[config.mk]
export PLATFORM = sky130hd
export DESIGN_NAME = fifo_read_ctrl
export DESIGN_NICKNAME = d
export VERILOG_FILES = /design/src/rtl/fifo_pkg.sv /design/src/rtl/fifo_read_ctrl_sync.sv /design/src/rtl/fifo_read_ctrl.sv
export SDC_FILE = /design/constraint.sdc
export NUM_CORES = 1
export LEC_CHECK = 0
export ABC_CLOCK_PERIOD_IN_PS = 3600
export CORE_MARGIN = 4
export CORE_UTILIZATION = 48
export DETAILED_ROUTE_END_ITERATION = 7
export PLACE_DENSITY = 0.77
export SYNTH_ARGS = -nofsm -noshare
export SYNTH_HDL_FRONTEND = slang
export SYNTH_HIERARCHICAL = 1
export SYNTH_SLANG_ARGS = --single-unit
[constraint.sdc]
create_clock -name read_clk -period 3.6 [get_ports read_clk]
set_clock_uncertainty 0.2 [all_clocks]
set_input_delay 0.72 -clock read_clk [delete_from_list [all_inputs] [get_ports read_clk]]
set_output_delay 0.72 -clock read_clk [all_outputs]
set_load 0.005 [all_outputs]
[src/rtl/fifo_pkg.sv]
// Shared pointer helpers for both sides of the dual-clock FIFO (Gray/binary conversion, pointer type).
// Latency: combinational functions only.
// Backpressure: none; pure definitions.
package fifo_pkg;

  // Address width of the default FIFO build; pointers carry one extra wrap bit.
  localparam int FIFO_ADDR_W = 4;
  // Conversion functions work on a fixed wide vector; callers cast to their pointer width.
  localparam int GRAY_W = 32;

  typedef logic [FIFO_ADDR_W:0] ptr_t;

  // Output-stage states used when the first-word-fall-through mode is built in.
  typedef enum logic [1:0] {
    OUT_EMPTY = 2'd0,
    OUT_FETCH = 2'd1,
    OUT_VALID = 2'd2
  } out_state_t;

  function automatic logic [GRAY_W-1:0] bin2gray(input logic [GRAY_W-1:0] b);
    return b ^ (b >> 1);
  endfunction

  function automatic logic [GRAY_W-1:0] gray2bin(input logic [GRAY_W-1:0] g);
    logic [GRAY_W-1:0] b;
    b[GRAY_W-1] = g[GRAY_W-1];
    for (int i = GRAY_W - 2; i >= 0; i--) begin
      b[i] = b[i+1] ^ g[i];
    end
    return b;
  endfunction

endpackage

[src/rtl/fifo_read_ctrl_sync.sv]
// Multi-flop synchroniser for a Gray-coded bus crossing into the local clock; flops reset to 0.
// Latency: STAGES clk edges from d to q.
// Backpressure: none; samples d every cycle.
module cdc_sync_bus #(
  parameter int WIDTH  = 1,
  parameter int STAGES = 2
) (
  input  logic             clk,
  input  logic             rst,
  input  logic [WIDTH-1:0] d,
  output logic [WIDTH-1:0] q
);

  logic [WIDTH-1:0] chain [STAGES];

  // Shift the incoming bus through the flop chain; asynchronous active-low clear.
  always_ff @(posedge clk or negedge rst) begin
    if (!rst) begin
      for (int i = 0; i < STAGES; i++) begin
        chain[i] <= '0;
      end
    end else begin
      chain[0] <= d;
      for (int i = 1; i < STAGES; i++) begin
        chain[i] <= chain[i-1];
      end
    end
  end

  assign q = chain[STAGES-1];

endmodule

[src/rtl/fifo_read_ctrl.sv]
// Read-side pointer controller of the dual-clock FIFO: read pointer, write-pointer sync, status, read strobe.
// Latency: data one cycle after mem_rd_en; writes visible SYNC_STAGES+1 edges after write_ptr_gray changes.
// Backpressure: pops only while data is present; a pop on empty raises underflow. FWFT output stage via FIFO_FWFT_EN.
module fifo_read_ctrl
  import fifo_pkg::*;
#(
  parameter int ADDR_W        = 4,
  parameter int SYNC_STAGES   = 2,
  parameter int AEMPTY_THRESH = 2
) (
  input  logic              read_clk,
  input  logic              read_rst,
  input  logic              read_enable,
  input  logic [ADDR_W:0]   write_ptr_gray,
  output logic [ADDR_W:0]   read_ptr_gray,
  output logic [ADDR_W-1:0] read_addr,
  output logic              mem_rd_en,
  output logic              rd_valid,
  output logic              empty,
  output logic              almost_empty,
  output logic [ADDR_W:0]   rd_level,
  output logic              underflow
);

  localparam int PW = ADDR_W + 1;

  logic [ADDR_W:0] wptr_sync;
  logic [ADDR_W:0] wbin_sync;
  logic [ADDR_W:0] rbin;
  logic [ADDR_W:0] rbin_next;
  logic [ADDR_W:0] rgray_next;
  logic [ADDR_W:0] level_next;
  logic            mem_empty;
  logic            mem_empty_next;
  logic            rd_valid_next;

  cdc_sync_bus #(
    .WIDTH  (PW),
    .STAGES (SYNC_STAGES)
  ) u_wptr_sync (
    .clk (read_clk),
    .rst (read_rst),
    .d   (write_ptr_gray),
    .q   (wptr_sync)
  );

  assign wbin_sync      = PW'(gray2bin(GRAY_W'(wptr_sync)));
  assign rbin_next      = rbin + PW'(mem_rd_en);
  assign rgray_next     = PW'(bin2gray(GRAY_W'(rbin_next)));
  // Comparing in Gray space against the synchronised pointer avoids a second conversion.
  assign mem_empty_next = (rgray_next == wptr_sync);
  assign read_addr      = rbin[ADDR_W-1:0];

`ifdef FIFO_FWFT_EN
  out_state_t state;

  // Fetch whenever the output stage is free or being acknowledged this cycle.
  assign mem_rd_en     = ~mem_empty & ((state == OUT_EMPTY) | read_enable);
  assign rd_valid_next = mem_rd_en | (rd_valid & ~read_enable);
  // The word held at the storage output still counts as available.
  assign level_next    = (wbin_sync - rbin_next) + PW'(rd_valid_next);
  assign empty         = ~rd_valid;

  // Output-stage FSM: tracks whether the storage output holds an unacknowledged word.
  always_ff @(posedge read_clk or negedge read_rst) begin
    if (!read_rst) begin
      state     <= OUT_EMPTY;
      rd_valid  <= 1'b0;
      underflow <= 1'b0;
    end else begin
      underflow <= read_enable & ~rd_valid;
      rd_valid  <= rd_valid_next;
      case (state)
        OUT_EMPTY: begin
          if (mem_rd_en) state <= OUT_FETCH;
        end
        OUT_FETCH, OUT_VALID: begin
          if (mem_rd_en)        state <= OUT_FETCH;
          else if (read_enable) state <= OUT_EMPTY;
          else                  state <= OUT_VALID;
        end
        default: state <= OUT_EMPTY;
      endcase
    end
  end
`else
  assign mem_rd_en     = read_enable & ~mem_empty;
  assign rd_valid_next = mem_rd_en;
  assign level_next    = wbin_sync - rbin_next;
  assign empty         = mem_empty;

  // Standard mode: valid follows the read strobe by one cycle, underflow flags pops on empty.
  always_ff @(posedge read_clk or negedge read_rst) begin
    if (!read_rst) begin
      rd_valid  <= 1'b0;
      underflow <= 1'b0;
    end else begin
      rd_valid  <= rd_valid_next;
      underflow <= read_enable & mem_empty;
    end
  end
`endif

  // Pointer and status registers; pops and newly synchronised writes fold into one update.
  always_ff @(posedge read_clk or negedge read_rst) begin
    if (!read_rst) begin
      rbin          <= '0;
      read_ptr_gray <= '0;
      mem_empty     <= 1'b1;
      rd_level      <= '0;
      almost_empty  <= 1'b1;
    end else begin
      rbin          <= rbin_next;
      read_ptr_gray <= rgray_next;
      mem_empty     <= mem_empty_next;
      rd_level      <= level_next;
      almost_empty  <= (level_next <= PW'(AEMPTY_THRESH));
    end
  end

endmodule

==> qor.yml <==
outcome:
  status: "finished clean"
clock_tree:
  postCtsHoldBufs: 0
  cts_setup_buffers: 0
  cts-root-buf: "clkbuf_4"
  max-clock-path-buffers: 2
  tritoncts.num_buffers: 3
  worstSkewPairLatency_ns: 0.33
  clkSlewWorstSetupHoldPaths_ns: 0.14
  postCtsResizedCells: 0
  clock-sinks: 28
  htree_num_levels: 1
  cts_tree: "yes"
global_routing:
  grt_antenna_before_repair: 0
  grt_pass1_wl_um: 3374
  overflow: 0
  grt_util_all_layers: 0.1353
  grt_max_degree: 29
  grt_pass1_vias: 704
critical_path:
  cp_max_fo: 5
  start_kind: "input port"
  critPathKind: "input port to flip-flop"
  startpoint: "read_enable"
  rr_startpoint: "u_wptr_sync/q[4]$_DFF_PN0_"
  endpoint_kind: "flip-flop"
  required_ns: 3.62
  arrival_ns: 3.19
power:
  power_mw: 1.512
  pwr_density_cell_mw_per_mm2: 984.1
  p_leak_nw: 0.6835
  irDropWorstVdd_mv: 0.5426
sta:
  tightest_slew_ns: 0.5408
  min_period_over_period: 0.8791
  whs_ns: 0.1658
  rsz0062_at_grt: "false"
  fin_setup_tns_ns: 0
  setup_violations: 0
  max_slew_margin: 0.6369
  final_max_slew_viol_count: 0
  hold_viol_final: 0
  fmax_mhz: 316.0
  setup_slack_ns: 0.4353
  fin_crit_ns: 3.165
die:
  core_area_mm2: 0.002297
  ios: 27
  die_x_um: 58.23
  fp.dieArea_mm2: 0.003391
  rows: 17
  initial_utilization: 0.5272
  die_y_um: 58.23
logic_synthesis:
  yosys_register_bits: 28
  syn_area_per_cell_um2: 13.92
  yosysUniqueCellTypes: 23
  syn-instance-count: 87
  ys_warn_count: 6
  syn-cell-area_mm2: 0.001211
  ys_seq_area_frac: 0.5806
  syn_nets: 102
hold_path:
  hp-class: "flip-flop to flip-flop"
  hp-start: "u_wptr_sync/chain[6]$_DFF_PN0_"
layout:
  final_util: 0.6688
  area_growth_pct: 26.86
  final_net_count: 129
  fillers: 187
  final_cell_mix: "clkdlybuf4s50_1 (26), dfrtp_1 (26), xnor2_1 (15)"
  diodes: 0
  layout-drive-gt1-share: 0.09735
detailed_routing:
  routed_wl_um: 1981
  dr_total_vias: 683
  route.detailed.drc: 0
  wl_per_cell_um: 14.05
  viasPerCell: 4.844
  drtIter0Drc: 4
  ant_nets: 0
  dr.pass1.iters: 4
placed_design:
  routabilityCongestion: 0.7412
  portBuffers: 26
  dp_hpwl_um: 1525
  place_ws_ns: 0.09855
flow_run:
  maxCapViolCount: 0
## critical path, stage by stage
cell and delay (ns):
clkdlybuf4s50_1 0.48, nor2b_1 0.19, ha_1 0.29, nand3_1 0.12, xor2_1 0.17, ha_1 0.34
a21o_1 0.18, a31oi_1 0.17, xnor2_1 0.13, a2111oi_2 0.39
## cell usage after synthesis (all sizes together)
cell / n / area share
a31oi: 1 / 0.0052
clkbuf: 2 / 0.0062
nor2b: 2 / 0.010
dfrtp: 26 / 0.54
and4b: 1 / 0.0083
a21oi: 2 / 0.0083
ha: 6 / 0.062
inv: 6 / 0.019
nand4: 1 / 0.0052
and2: 1 / 0.0052
a2111oi: 1 / 0.012
xor3: 2 / 0.040
a311oi: 1 / 0.0072
xor2: 6 / 0.043
nand2: 1 / 0.0031
buf: 5 / 0.031
dfstp: 2 / 0.043
a21o: 2 / 0.012
fa: 1 / 0.017
and3b: 1 / 0.0072
nand3: 2 / 0.0083
xnor2: 15 / 0.11
## area by class of cell
cell class,instances,area [um^2],share of cell area
clock buffers,3,22.52,0.01466
flip-flops and latches,28,703.2,0.4577
repair buffers,29,282.8,0.1840
inverters,6,22.52,0.01466
well taps,28,35.03,0.02280
clock inverters,1,30.03,0.01954
multi-input cells,46,440.4,0.2866
## per-stage QoR
step | std cells | area [um^2]
finish | 141 | 1536
global route | 141 | 1536
CTS | 141 | 1536
detailed placement | 137 | 1484
global placement | 137 | 1484
floorplan | 87 | 1211
## final timing paths
check                                             endpoint  slack, ns  cells past startpoint
worst min register to register  u_wptr_sync/q[1]$_DFF_PN0_       0.17                      0
worst max-delay path                almost_empty$_DFF_PN1_       0.44                     10
worst min-delay path            u_wptr_sync/q[1]$_DFF_PN0_       0.17                      0
min in group asynchronous               rd_valid$_DFF_PN0_       0.55                      2
worst max register to register      almost_empty$_DFF_PN1_       0.45                      9
max in group asynchronous           almost_empty$_DFF_PN1_       2.35                      2
## power breakdown
group	total (mW)	switching, mW	internal, mW	leakage [nW]
sequential	0.498	0.0698	0.429	0.327
combinational	0.812	0.369	0.443	0.329
clock	0.201	0.0887	0.113	0.0279
total	1.51	0.527	0.985	0.683
## state kept, by name, indices dropped and copies added, names as in the netlist
signal and cells:
almost_empty 1, empty 1, rbin 5, rd_level 5, rd_valid 1, read_ptr_gray 4
u_wptr_sync/chain 5, u_wptr_sync/q 5, underflow 1
## kinds of logic after synthesis
| kind of cell | share of synthesized area |
|---|---|
| and+or+nand+nor | 0.04752 |
| buffers and inverters | 0.05579 |
| DFF | 0.5806 |
| adders and majority gates | 0.07851 |
| xor gates and xnor gates | 0.1921 |
| AOI/OAI and AO/OA | 0.04545 |
## routing by layer
layer / track usage / wire length [um] / up-vias
li1: - / - / 328
met1: 0.1671 / 830 / 327
met2: 0.2226 / 1014 / 26
met3: 0.02895 / 122 / 2
met4: 0.06954 / 13 / 0
met5: 0 / 0 / -
(Power assumes the default switching activity.)
